==> config.mk <==
export PLATFORM = sky130hd
export DESIGN_NAME = sync_receive
export DESIGN_NICKNAME = d
export VERILOG_FILES = /design/src/rtl/sync_receive_pkg.sv /design/src/rtl/cdc_sync.sv /design/src/rtl/sync_receive.sv
export SDC_FILE = /design/constraint.sdc
export NUM_CORES = 1
export LEC_CHECK = 0
export CAP_MARGIN = 10
export CORE_UTILIZATION = 42
export DETAILED_ROUTE_END_ITERATION = 10
export PLACE_DENSITY_LB_ADDON = 0.25
export SYNTH_ARGS = -nofsm -noshare
export SYNTH_HDL_FRONTEND = slang
export SYNTH_SLANG_ARGS = --single-unit
==> constraint.sdc <==
create_clock -name clock -period 3.7 [get_ports clock]
set_input_delay 0.74 -clock clock [delete_from_list [all_inputs] [get_ports clock]]
set_output_delay 0.74 -clock clock [all_outputs]
set_load 0.05 [all_outputs]
==> src/rtl/sync_receive_pkg.sv <==
// Shared state encoding and helpers for the board-to-board sync blocks.
// Used by both the sync pulse generator and the receive side.
package sync_receive_pkg;

    typedef enum logic [2:0] {
        ST_IDLE  = 3'd0,
        ST_WAIT  = 3'd1,
        ST_CHECK = 3'd2,
        ST_DELAY = 3'd3,
        ST_DONE  = 3'd4
    } sync_state_t;

    localparam int GLITCH_BITS = 8;

    function automatic int clogb2(input int value);
        int r;
        r = 0;
        while ((1 << r) < value) r++;
        return (r < 1) ? 1 : r;
    endfunction

endpackage

==> src/rtl/cdc_sync.sv <==
// Multi-flop synchroniser for a single asynchronous input.
// Reset clears the whole chain.
module cdc_sync #(
    parameter int STAGES = 2
) (
    input  logic clock,
    input  logic reset_n,
    input  logic d,
    output logic q
);

    logic [STAGES-1:0] chain;

    always_ff @(posedge clock or negedge reset_n) begin
        if (!reset_n) begin
            chain <= '0;
        end else begin
            chain <= {chain[STAGES-2:0], d};
        end
    end

    assign q = chain[STAGES-1];

endmodule

==> src/rtl/sync_receive.sv <==
// Receive side of the board-to-board sync: glitch-filtered edge
// acceptance, programmable trigger delay and arm-to-edge measurement.
module sync_receive
    import sync_receive_pkg::*;
#(
    parameter int SYNC_STAGES  = 2,
    parameter int PULSE_LENGTH = 2,
    parameter int DELAY_BITS   = 10,
    parameter int TIMEOUT_BITS = 16
) (
    input  logic                    clock,
    input  logic                    reset_n,
    input  logic                    sync_in,
    input  logic                    arm,
    input  logic [DELAY_BITS-1:0]   delay,
    input  logic [TIMEOUT_BITS-1:0] timeout,
    output logic                    trigger,
    output logic                    waiting,
    output logic                    done,
    output logic                    timeout_err,
    output logic [GLITCH_BITS-1:0]  glitch_count,
    output logic [TIMEOUT_BITS-1:0] wait_cycles
);

    localparam int WIDTH_BITS = clogb2(PULSE_LENGTH + 1);
    localparam logic [TIMEOUT_BITS-1:0] T_ONE = TIMEOUT_BITS'(1);
    localparam logic [DELAY_BITS-1:0]   D_ONE = DELAY_BITS'(1);
    localparam logic [WIDTH_BITS-1:0]   W_ONE = WIDTH_BITS'(1);
    localparam logic [WIDTH_BITS-1:0]   W_LAST =
        WIDTH_BITS'(PULSE_LENGTH - 1);

    sync_state_t state_q, state_d;

    logic                    s, s_prev, sync_rise, arm_q;
    logic [DELAY_BITS-1:0]   delay_q, dcnt;
    logic [TIMEOUT_BITS-1:0] timeout_q, wait_cnt;
    logic [WIDTH_BITS-1:0]   width_q;
    logic                    start, accept, glitch, expire, fire;

    cdc_sync #(
        .STAGES (SYNC_STAGES)
    ) u_sync (
        .clock   (clock),
        .reset_n (reset_n),
        .d       (sync_in),
        .q       (s)
    );

    assign sync_rise = s & ~s_prev;
    assign waiting   = (state_q == ST_WAIT) || (state_q == ST_CHECK);

    always_comb begin
        state_d = state_q;
        start   = 1'b0;
        accept  = 1'b0;
        glitch  = 1'b0;
        expire  = 1'b0;
        fire    = 1'b0;
        if (!arm) begin
            state_d = ST_IDLE;
        end else begin
            unique case (state_q)
                ST_IDLE: begin
                    if (!arm_q) begin
                        start   = 1'b1;
                        state_d = ST_WAIT;
                    end
                end
                ST_WAIT: begin
                    // an edge in the same cycle beats the timeout
                    if (sync_rise) begin
                        if (PULSE_LENGTH == 1) begin
                            accept  = 1'b1;
                            state_d = ST_DELAY;
                        end else begin
                            state_d = ST_CHECK;
                        end
                    end else if (timeout_q != '0 &&
                                 wait_cnt == timeout_q - T_ONE) begin
                        expire  = 1'b1;
                        state_d = ST_DONE;
                    end
                end
                ST_CHECK: begin
                    if (!s) begin
                        glitch  = 1'b1;
                        state_d = ST_WAIT;
                    end else if (width_q == W_LAST) begin
                        accept  = 1'b1;
                        state_d = ST_DELAY;
                    end
                end
                ST_DELAY: begin
                    if (dcnt == '0) begin
                        fire    = 1'b1;
                        state_d = ST_DONE;
                    end
                end
                ST_DONE: begin
                    state_d = ST_DONE;
                end
                default: begin
                    state_d = ST_IDLE;
                end
            endcase
        end
    end

    always_ff @(posedge clock or negedge reset_n) begin
        if (!reset_n) begin
            state_q      <= ST_IDLE;
            s_prev       <= 1'b0;
            arm_q        <= 1'b0;
            delay_q      <= '0;
            timeout_q    <= '0;
            wait_cnt     <= '0;
            width_q      <= '0;
            dcnt         <= '0;
            trigger      <= 1'b0;
            done         <= 1'b0;
            timeout_err  <= 1'b0;
            glitch_count <= '0;
            wait_cycles  <= '0;
        end else begin
            state_q <= state_d;
            s_prev  <= s;
            arm_q   <= arm;
            trigger <= fire;
            if (start) begin
                delay_q      <= delay;
                timeout_q    <= timeout;
                wait_cnt     <= '0;
                glitch_count <= '0;
                wait_cycles  <= '0;
                timeout_err  <= 1'b0;
                done         <= 1'b0;
            end else if (waiting && wait_cnt != '1) begin
                wait_cnt <= wait_cnt + T_ONE;
            end
            if (state_q == ST_WAIT && sync_rise) begin
                width_q <= W_ONE;
            end else if (state_q == ST_CHECK && s) begin
                width_q <= width_q + W_ONE;
            end
            if (glitch && glitch_count != '1) begin
                glitch_count <= glitch_count + 8'd1;
            end
            if (accept) begin
                wait_cycles <= wait_cnt;
                dcnt        <= delay_q;
            end else if (state_q == ST_DELAY && dcnt != '0) begin
                dcnt <= dcnt - D_ONE;
            end
            if (expire) begin
                timeout_err <= 1'b1;
            end
            if (expire || fire) begin
                done <= 1'b1;
            end
        end
    end

endmodule

Yosys cells after proc, flatten, opt, wreduce, memory -nomap -nowiden
Cells that the tools add are included.
Word-level totals
  register bits after elaboration: 88
  bits of input ports: 30
  output and inout bits: 28
  logic and storage cells: 91
Cells by class
  add/sub/neg operators: 5
  eq/ne operators: 12
  multiplexer cells: 38
  bitwise gates (word level): 2
  reduce and logical (&&, ||, !) cells: 20
Operators with widths (count)
  two-way mux 16 bit: 4
  two-way mux 3 bit: 7
  two-way mux 1 bit: 20
  two-way mux 10 bit: 2
  adder 16 x 1 -> 16 bit (second input constant): 1
  equality test 16 bit: 1
  two-way mux 8 bit: 2
  != test 16 bit (second input constant): 1
  nonzero test 16 bit: 1
  subtractor 16 x 1 -> 16 bit (second input constant): 1
  one-hot mux 3 bit (5 select lines): 1
  nonzero test 2 bit: 7
  logical NOT 10 bit: 1
  nonzero test 10 bit: 1
  subtractor 10 x 1 -> 10 bit (second input constant): 1
  adder 8 x 1 -> 8 bit (second input constant): 1
  != test 8 bit (second input constant): 1
  equality test 3 x 2 -> 1 bit (second input constant): 2
  logical AND 1 bit: 6
  != test 3 bit (second input constant): 2
  two-way mux 2 bit: 2
  != test 4 x 3 -> 1 bit (second input constant): 1
  != test 4 bit (second input constant): 1
  AND reduction 4 bit: 1
  8 further kinds: 9

Logic depth before layout (Yosys ltp)
Gate-level depths: netlist of the first run.
  depth after elaboration: 9
  mapped depth: 10
  mapped depth without buffers: 10

Modules after synthesis
A second synthesis of the first run with hierarchy kept.
Unflattened totals
  cell total of the unflattened synthesis: 509
  area, all modules: 4636.9 µm²
Modules (own cells, without submodules)
  sync_receive: instances 1, cells each 507, area each 4586.9 µm², sequential area each 2152.1 µm²
  cdc_sync: instances 1, cells each 2, area each 50.0 µm², sequential area each 50.0 µm²

Worst setup path after synthesis of the first run
Ideal clock, no wire load.
  kind: reg2reg
  from: register timeout_q[0]
  to: register state_q[0]
  library setup time: 121 ps
  arrival: 2592 ps
  data required time: 3579 ps
  path slack: 987 ps
  cell stages (with the launch flop): 11
  buffers on the path: 0
  cells stage by stage: dfrtp_1 -> inv_1 -> ha_1 -> or4b_1 -> or2_1 -> nor4_1 -> xnor2_1 -> nand2_1 -> a2111oi_2 -> o21ai_1 -> a32o_2
On the way
  word-level cells in the longest chain between the ends: 5
RTL lines
  start: declaration: line sync_receive.sv:36  | logic [TIMEOUT_BITS-1:0] timeout_q, wait_cnt;
  start signal: assignment: line sync_receive.sv:131  | timeout_q <= timeout;
  subtractor 16 x 1 -> 16 bit: line sync_receive.sv:79  | wait_cnt == timeout_q - T_ONE) begin
  equality test 16 bit: line sync_receive.sv:79
  logical AND 1 bit *: line sync_receive.sv:78  | end else if (timeout_q != '0 &&
  != test 4 x 3 -> 1 bit (no source line) *
  AND reduction 4 bit (no source line) *
  end signal: assignment: line sync_receive.sv:125  | state_q <= state_d;
  end: declaration: line sync_receive.sv:32  | sync_state_t state_q, state_d;
Mark *: on every way between the ends. The rest lies on a longest branch, timed or not.
A chain may end at the register's enable or synchronous reset.

Worst setup path in the final report of the first run
  from: register state_q[1]
  to: output port waiting
On the way
  word-level cells in the longest chain between the ends: 2
RTL lines
  equality test 3 x 1 -> 1 bit or equality test 3 x 2 -> 1 bit (tied branches): line sync_receive.sv:50  | assign waiting = (state_q == ST_WAIT) || (state_q == ST_CHECK);
  logical OR 1 bit *: line sync_receive.sv:50
  end: declaration: line sync_receive.sv:18  | output logic waiting,
Marked as above.

==> impl_metrics.py, run 1 <==
metrics = {
    "setup_path": {
        "crit_path_end_kind": "output pin",
        "crit_start": "state_q[1]",
        "critPathKind": "reg -> out",
        "cp_cell_sequence": "xnor2_1 -> nor2_1 -> clkdlybuf4s50_1",
        "critical_path.max_stage_delay_ns": 0.87,
        "crit_end": "waiting",
        "rrSetupSlack_ns": 0.75,
        "slowest_stage": "clkdlybuf4s50_1",
        "cp.required_ns": 2.96,
        "crit_buf_inv": 1,
        "cp.depth": 3,
        "reg2reg_from": "timeout_q[0]",
        "path_delay_family": "buffers and inverters",
        "worst_r2r_path_depth": 10,
        "reg2reg_to": "state_q[0]",
        "path_max_fanout": 16,
        "critPathArrivalTime_ns": 2.35,
        "start_kind": "register",
    },
    "yosys": {
        "yosys_warnings": 0,
        "synth_top_area_cell": "dfrtp_1",
        "synth_area_per_cell_sq_um": 8.73,
        "synth_top_flop_cell": "dfrtp_1",
        "synth_seq_cells": 88,
        "ys_top_cells_by_count": "141 x nand2_1, 88 x dfrtp_1, 47 x nor2_1, 33 x nand3_1, 22 x o21ai_0",
        "async_flop_share_pct": 100,
        "synth_nets": 554,
        "ys_seq_area_share_pct": 48.6,
        "yosysMostFrequentCell": "nand2_1",
        "synth_cell_types": 49,
        "synthTopCellsByArea": "dfrtp_1 49%, nand2_1 12%, nor2_1 3.9%",
        "synth_area_sq_um": 4530,
        "synth_top_area_share_pct": 48.6,
        "synth-edff-count": 0,
        "synthCells": 519,
    },
    "drt": {
        "ant_nets": 0,
        "finalWirelength_microns": 10200,
        "vias": 3712,
        "vias_per_cell": 5.24,
        "drtIter0Drc": 160,
        "drc_errors": 0,
        "dr.pass1.iters": 4,
        "wl_per_cell_microns": 14.4,
    },
    "cts": {
        "cts_tree": "built",
        "cts_buffers": 9,
        "post_cts_buffers": 0,
        "insertion_delay_ns": 0.37,
        "clk_pin_slew_ns": 0.09,
        "cts.repair.resized": 0,
        "clk_path_buf_depth": 2,
        "cts-hold-fix-buffers": 0,
        "cts_root_buf": "clkbuf_8",
        "cts.sinks": 88,
        "h-tree-depth": 3,
    },
    "timing": {
        "slew_headroom_pct": 61.1,
        "setup_viol": 0,
        "fmax_mhz": 324,
        "fin_skew_ns": 0.0103,
        "tightest_slew_ns": 0.582,
        "final.min_clock_period_ns": 3.09,
        "grt_setup_unrepaired": "false",
        "period_share_pct": 83.5,
        "tns_ns": 0,
        "maxSlewViolCount": 0,
        "hold_viol_final": 0,
    },
    "placement": {
        "gp_routability_congestion": 0.840,
        "dpl.hpwl_microns": 7180,
        "dp_cells": 691,
        "port_buffers": 57,
    },
    "finish": {
        "n_antenna_cell": 0,
        "multi_input_area_sq_um": 2200,
        "drive_above_1_share_pct": 5.59,
        "seqCellArea_sq_um": 2200,
        "final_net_count": 602,
        "n_fill_cell": 1025,
        "syn2layout_area_growth_pct": 19.8,
        "final_cells": 708,
        "final_util_pct": 52.3,
    },
    "die": {
        "dieArea_sq_um": 11200,
        "start_util_pct": 43.7,
        "die_y_microns": 106,
        "core_area_sq_um": 10400,
        "ios": 58,
        "rows": 37,
        "die_x_microns": 106,
    },
    "status": {
        "status": "complete, no violations",
    },
    "global_route": {
        "grt.overflow.total": 0,
        "grt_antenna_before_repair": 0,
        "grt_pass1_wl_microns": 17500,
        "grt_max_degree": 89,
        "grt_pass1_vias": 3684,
        "grt_usage_pct": 19.9,
    },
    "power": {
        "peakVddDrop_mv": 0.368,
        "p_per_area_nw_per_um2": 596,
        "p_leak_nw": 2.46,
    },
    "worst_hold_path": {
        "hold_class": "in -> async",
    },
    "run": {
        "maxCapViolCount": 0,
    },
}
layer usage:
metal / vias up / GRT usage, % / part of all wire [%]
met5: - / 0 / 0
met4: 0 / 6.05 / 1.5
met3: 11 / 6.00 / 3.5
met2: 56 / 33.2 / 49
met1: 1796 / 24.8 / 46
li1: 1849 / - / -
final cells by class:
class	count	area share [%]
Clock buffer	11	2.61
Clock inverter	5	1.04
Inverter	7	0.484
Multi-Input combinational cell	398	40.5
Sequential cell	88	40.6
Tap cell	136	3.14
Timing Repair Buffer	63	11.7
power by group:
part	internal (mW)	switching, mW	leakage [nW]	total [mW]
Combinational	0.468	0.581	1.22	1.05
Sequential	1.19	0.315	1.15	1.50
Clock	0.330	0.349	0.0993	0.679
stage by stage:
step / power, mW / setup WS, ns / hold slack (ns) / cell area [sq um]
6_report: 3.23 / 0.610 / 0.267 / 5430
5_1_grt: 3.48 / 0.514 / 0.262 / 5430
4_1_cts: 3.27 / 0.600 / 0.368 / 5400
3_5_place_dp: 2.57 / 0.759 / 0.340 / 5200
3_3_place_gp: 2.52 / 0.855 / 0.344 / 5200
2_1_floorplan: 2.27 / 0.987 / 0.331 / 4530
placed cells by master, fill, tap and decap left out, types with 3 or more instances in the layout:
cell type | netlist | routed
nand2_1 | 141 | 141
dfrtp_1 | 88 | 88
clkdlybuf4s50_1 | 0 | 56
nor2_1 | 47 | 47
nand3_1 | 33 | 33
o21ai_0 | 22 | 22
xnor2_1 | 20 | 20
xor2_1 | 20 | 20
a21oi_1 | 12 | 12
clkbuf_8 | 0 | 10
nand4_1 | 8 | 8
nand2b_1 | 8 | 8
inv_1 | 7 | 7
mux2i_1 | 7 | 7
and3_1 | 7 | 7
and2_1 | 6 | 6
nor3_1 | 7 | 6
buf_4 | 1 | 6
nor4b_1 | 5 | 5
o21ai_1 | 5 | 5
ha_1 | 5 | 5
nor2b_1 | 4 | 4
or4b_1 | 3 | 3
and4_1 | 3 | 3
or3_1 | 3 | 3
o21a_1 | 3 | 3
nor4_1 | 3 | 3
nor3b_1 | 3 | 3
sequential cells by signal, summed over array words and instances (netlist names):
register	cells
done	1
wait_cnt	16
delay_q	10
width_q	2
timeout_q	16
s_prev	1
u_sync.chain	2
timeout_err	1
wait_cycles	16
dcnt	10
glitch_count	8
trigger	1
state_q	3
arm_q	1
how the worst min path moves through the flow:
stage	endpoint	depth (start not counted)	slack (ns)	from
2_1_floorplan	u_sync.chain[1]	0	0.33	u_sync.chain[0]
3_3_place_gp	u_sync.chain[1]	0	0.34	u_sync.chain[0]
3_5_place_dp	u_sync.chain[1]	0	0.34	u_sync.chain[0]
4_1_cts	u_sync.chain[1]	0	0.37	u_sync.chain[0]
5_1_grt	glitch_count[5]	1	0.26	reset_n
6_report	glitch_count[5]	1	0.27	reset_n
cell families (layout without fill, tap and decap cells):
kind of cell | after synthesis | after routing | synth area share (%)
buffers and inverters | 33 | 86 | 3.01
multiplexers | 7 | 7 | 1.55
AND/OR/NAND/NOR | 288 | 288 | 29.7
AO/OA/AOI/OAI | 58 | 58 | 8.04
flip-flops | 88 | 88 | 48.6
adder cells (fa/ha/maj) | 5 | 5 | 1.38
XOR/XNOR | 40 | 40 | 7.73
Power figures use the tool's default switching activity.
==> run 2: changes to the inputs <==
Clock period 3.7 ns to 2.7 ns, I/O delays scaled along.
==> run 2 against run 1 <==
Against the previous run:
- sequential power grew 33%
- flip-flop and latch count stayed put
- register-to-register slack got worse by 0.67 ns
- clock power rose by 56%
- wire length is 2.2% higher
- critical endpoint is now state_q[0]
- largest power group unchanged
==> impl_metrics.py, run 2 (synthesized netlist as in run 1, its figures left out) <==
metrics = {
    "global_route": {
        "grt_antenna_before_repair": 0,
        "grt_usage_pct": 20.3,
        "grt.overflow.total": 0,
        "grt_max_degree": 38,
        "grt_pass1_wl_microns": 18100,
        "grt_pass1_vias": 3731,
    },
    "finish": {
        "final_net_count": 628,
        "design_area_sq_um": 5710,
        "final_common_cell": "nand2_1",
        "n_antenna_cell": 0,
        "syn2layout_area_growth_pct": 26.1,
        "largestRegisters": "timeout_q (16), wait_cnt (16), wait_cycles (16)",
        "drive_above_1_share_pct": 11.4,
        "layout_common_cells": "141 x nand2_1, 88 x dfrtp_1, 55 x clkdlybuf4s50_1",
    },
    "setup_path": {
        "critical_path.max_stage_delay_ns": 0.49,
        "reg2reg_to": "state_q[0]",
        "crit_path_end_kind": "register",
        "start_kind": "register",
        "reg2reg_from": "timeout_q[1]",
        "cp_cell_sequence": "inv_2 -> ha_4 -> or4b_4 -> or2_4 -> xnor2_1 -> mux2i_1 -> nand2_1 -> a2111oi_4 -> o21ai_1 -> a32o_2",
        "worst_r2r_path_depth": 10,
        "critPathKind": "reg -> reg",
        "critPathArrivalTime_ns": 2.89,
        "slowest_stage": "or4b_4",
        "path_max_fanout": 4,
        "rrSetupSlack_ns": 0.08,
        "cp.required_ns": 2.97,
    },
    "run": {
        "maxCapViolCount": 0,
    },
    "cts": {
        "cts.sinks": 88,
        "h-tree-depth": 3,
        "cts_tree": "built",
        "cts_root_buf": "clkbuf_8",
        "cts_buffers": 9,
        "clk_pin_slew_ns": 0.09,
        "cts-hold-fix-buffers": 0,
        "insertion_delay_ns": 0.37,
        "clk_path_buf_depth": 2,
    },
    "drt": {
        "wl_per_cell_microns": 14.2,
        "ant_nets": 0,
        "dr.pass1.iters": 4,
        "finalWirelength_microns": 10400,
        "drtIter0Drc": 163,
        "drc_errors": 0,
        "vias_per_cell": 5.15,
        "vias": 3782,
    },
    "timing": {
        "final.min_clock_period_ns": 2.62,
        "slew_headroom_pct": 63.6,
        "fin_skew_ns": 0.0129,
        "maxSlewViolCount": 0,
        "hold_viol_final": 0,
        "period_share_pct": 97.2,
        "tightest_slew_ns": 0.544,
        "setup_viol": 0,
        "grt_setup_unrepaired": "true",
        "fmax_mhz": 381,
        "tns_ns": 0,
    },
    "placement": {
        "dpl.hpwl_microns": 7750,
        "place_area_sq_um": 5390,
        "gp_routability_congestion": 0.877,
        "port_buffers": 57,
    },
    "die": {
        "die_x_microns": 106,
        "start_util_pct": 43.7,
        "rows": 37,
        "die_y_microns": 106,
        "dieArea_sq_um": 11200,
        "ios": 58,
        "core_area_sq_um": 10400,
    },
    "status": {
        "status": "complete, no violations",
    },
    "power": {
        "p_leak_nw": 2.61,
        "p_per_area_nw_per_um2": 845,
        "peakVddDrop_mv": 0.454,
    },
    "worst_hold_path": {
        "hold_class": "in -> async",
    },
}
## run 2: changes by cell type in the layout (fill, tap and decap cells not counted), sizes merged
cell / change
buf: +27
clkinv: -2
clkdlybuf4s50: -1
bufinv: +1
inv: +1
## run 2: worst max-delay path, delay by kind of cell (launching register included)
family,cells,cell delay (ns)
adders and majority gates,1,0.13
AOI/OAI and AO/OA,3,0.76
and+or+nand+nor,3,0.90
muxes,1,0.12
xor gates and xnor gates,1,0.13
DFF,1,0.41
buffers and inverters,1,0.08
## run 2: where the power goes
group          switching [mW]  internal [mW]  leakage (nW)  total (mW)
Clock                   0.485          0.579         0.118        1.06
Sequential              0.375           1.63          1.15        2.00
Combinational           0.950          0.809          1.35        1.76
## run 2: layer usage
metal / global-route usage [%] / share of wire (%) / up-vias
met3: 5.01 / 3.5 / 14
met5: 0 / 0 / -
li1: - / - / 1890
met2: 32.3 / 47 / 81
met1: 27.7 / 48 / 1797
met4: 5.36 / 1.6 / 0
## run 2: what timing repair did
action | CTS | global route
setup buffers | 0 | 4
gates resized for setup | 1 | 10
pin swaps | 0 | 4
endpoints found under the setup margin | 1 | 6
## run 2: worst max path at each step
stage                             from      endpoint
after floorplan             state_q[1]  wait_cnt[15]
after global placement    timeout_q[1]    state_q[0]
after detailed placement  timeout_q[1]    state_q[0]
after CTS                 timeout_q[1]    state_q[0]
after global routing      timeout_q[1]    state_q[0]
final                     timeout_q[1]    state_q[0]
## run 2: metrics by stage
step / utilization, % / hold slack [ns] / worst slack, ns / cells / total power [mW]
CTS: 54.4 / 0.119 / 0.0121 / 730 / 4.76
global placement: 52.0 / 0.335 / 0.0396 / 714 / 3.59
finish: 55.1 / 0.118 / 0.0766 / 734 / 4.83
global route: 55.1 / 0.131 / -0.0328 / 734 / 5.18
floorplan: - / 0.244 / 0.0453 / 519 / 3.12
detailed placement: 52.0 / 0.335 / -0.0320 / 714 / 3.67
## run 2: final cells by class
cell class                      count  area, sq um
Clock inverter                      5         87.6
Multi-Input combinational cell    398         2260
Clock buffer                       11          151
Sequential cell                    88         2200
Timing Repair Buffer               89          818
Inverter                            7         26.3
Tap cell                          136          170
Fill cell                         981         4660
==> run 3: changes to the inputs <==
Settings changed: CORE_UTILIZATION 42 to 41.
Clock period 2.7 ns to 3.21 ns, I/O delays scaled along.
==> run 3 against run 2 <==
Against the previous run:
- via count down 0.95%
- register-to-register slack better by 0.10 ns
- flip-flop and latch count stayed put
- largest cell class unchanged
==> impl_metrics.py, run 3 (synthesized netlist as in run 1, its figures left out) <==
metrics = {
    "die": {
        "start_util_pct": 42.0,
        "rows": 38,
        "core_area_sq_um": 10800,
        "die_x_microns": 107,
        "die_y_microns": 107,
        "dieArea_sq_um": 11500,
        "ios": 58,
    },
    "cts": {
        "post_cts_buffers": 0,
        "cts.sinks": 88,
        "cts-hold-fix-buffers": 0,
        "clk_path_buf_depth": 2,
        "cts_buffers": 9,
        "cts.repair.resized": 0,
        "clk_pin_slew_ns": 0.08,
        "cts_tree": "built",
        "insertion_delay_ns": 0.37,
        "cts_root_buf": "clkbuf_8",
        "h-tree-depth": 3,
    },
    "power": {
        "peakVddDrop_mv": 0.415,
        "p_leak_nw": 2.46,
        "p_per_area_nw_per_um2": 672,
        "p_sw_share_pct": 38.7,
        "intPower_mw": 2.23,
        "power_frac_clock_pct": 18.7,
        "pwr-share-comb_pct": 33.9,
        "p_seq_share_pct": 47.4,
        "power.switching_mw": 1.41,
    },
    "finish": {
        "final_net_count": 606,
        "drive_above_1_share_pct": 5.57,
        "final_common_cell": "nand2_1",
        "largestRegisters": "timeout_q (16), wait_cnt (16), wait_cycles (16)",
        "final_cells": 715,
        "n_antenna_cell": 0,
        "n_fill_cell": 1041,
        "seqCellArea_sq_um": 2200,
        "layout_common_cells": "141 x nand2_1, 88 x dfrtp_1, 56 x clkdlybuf4s50_1",
        "syn2layout_area_growth_pct": 19.7,
        "multi_input_area_sq_um": 2210,
    },
    "drt": {
        "ant_nets": 0,
        "vias_per_cell": 5.24,
        "wl_per_cell_microns": 14.5,
        "dr.pass1.iters": 4,
        "vias": 3746,
        "drc_errors": 0,
        "finalWirelength_microns": 10300,
        "drtIter0Drc": 184,
    },
    "global_route": {
        "grt_antenna_before_repair": 0,
        "grt_usage_pct": 19.7,
        "grt_pass1_wl_microns": 17500,
        "grt_pass1_vias": 3636,
        "grt.overflow.total": 0,
        "grt_max_degree": 49,
    },
    "setup_path": {
        "worst_r2r_path_depth": 10,
        "rrSetupSlack_ns": 0.18,
        "cp.required_ns": 3.46,
        "start_kind": "register",
        "reg2reg_from": "timeout_q[0]",
        "path_delay_family": "simple AND/OR/NAND/NOR gates",
        "crit_buf_inv": 1,
        "slowest_stage": "or4b_1",
        "critical_path.max_stage_delay_ns": 0.53,
        "critPathKind": "reg -> reg",
        "cp_cell_sequence": "inv_1 -> ha_1 -> or4b_1 -> or2_1 -> nor4_1 -> xnor2_1 -> nand2_1 -> a2111oi_4 -> o21ai_1 -> a32o_2",
        "reg2reg_to": "state_q[0]",
        "path_max_fanout": 6,
        "crit_path_end_kind": "register",
        "critPathArrivalTime_ns": 3.28,
    },
    "timing": {
        "period_share_pct": 94.4,
        "tns_ns": 0,
        "hold_viol_final": 0,
        "fmax_mhz": 330,
        "maxSlewViolCount": 0,
        "grt_setup_unrepaired": "false",
        "tightest_slew_ns": 0.632,
        "timing.hold.ws_ns": 0.287,
        "final.min_clock_period_ns": 3.03,
        "setup_viol": 0,
        "slew_headroom_pct": 57.8,
        "fin_skew_ns": 0.00711,
        "setup_ws_ns": 0.181,
    },
    "placement": {
        "pre_cts_ws_ns": 0.173,
        "dp_cells": 700,
        "port_buffers": 57,
        "dpl.hpwl_microns": 7290,
        "gp_routability_congestion": 0.901,
    },
    "status": {
        "status": "complete, no violations",
    },
    "run": {
        "maxCapViolCount": 0,
    },
    "worst_hold_path": {
        "hold_class": "in -> async",
    },
}
[run 3: changes by cell type in the layout (fill, tap and decap cells not counted), moves of 2 or more]
cell       delta
bufinv_16     -2
inv_1         +2
inv_2         -2
clkbuf_1      +4
buf_4        -22
[run 3: worst reg2reg max path, delay by kind of cell, from the launching register on]
family | cells | cell delay [ns]
buffers and inverters | 1 | 0.09
DFF | 1 | 0.42
adders and majority gates | 1 | 0.27
AOI/OAI and AO/OA | 3 | 0.76
xor gates and xnor gates | 1 | 0.17
and+or+nand+nor | 4 | 1.22
[run 3: worst max path at each step]
| stage | startpoint | slack, ns | cells past startpoint | to |
|---|---|---|---|---|
| after floorplan | timeout_q[0] | 0.50 | 10 | state_q[0] |
| after global placement | timeout_q[0] | 0.33 | 10 | state_q[0] |
| after detailed placement | timeout_q[0] | 0.17 | 10 | state_q[0] |
| after CTS | timeout_q[0] | 0.15 | 10 | state_q[0] |
| after global routing | timeout_q[0] | 0.03 | 10 | state_q[0] |
| final | timeout_q[0] | 0.18 | 10 | state_q[0] |
[run 3: per-layer routing]
layer	wire (microns)	track usage, %	vias to the layer above
met5	0	0	-
met4	110	6.16	0
met3	407	5.23	10
met2	5060	32.4	66
met1	4760	25.3	1826
li1	-	-	1844
[run 3: power groups by stage]
| stage | Sequential [mW] | Clock [mW] | Combinational (mW) |
|---|---|---|---|
| after detailed placement | 1.74 | 0 | 1.22 |
| final | 1.73 | 0.682 | 1.23 |
| after global routing | 1.77 | 0.754 | 1.39 |
| after CTS | 1.72 | 0.713 | 1.23 |
| after floorplan | 1.60 | 0 | 1.02 |
| after global placement | 1.72 | 0 | 1.19 |
[run 3: layout make-up]
cell class,count,share of cell area (%)
repair buffers,67,11.9
clock buffers,15,3.07
multi-input cells,398,40.7
inverters,7,0.485
well taps,140,3.23
flip-flops and latches,88,40.6
[run 3: metrics by stage]
| stage | instance area (sq um) | total power, mW | utilization, % |
|---|---|---|---|
| 3_5_place_dp | 5240 | 2.96 | 48.6 |
| 3_3_place_gp | 5240 | 2.91 | 48.6 |
| 2_1_floorplan | 4530 | 2.62 | - |
| 4_1_cts | 5410 | 3.67 | 50.1 |
| 6_report | 5420 | 3.64 | 50.2 |
| 5_1_grt | 5420 | 3.92 | 50.2 |
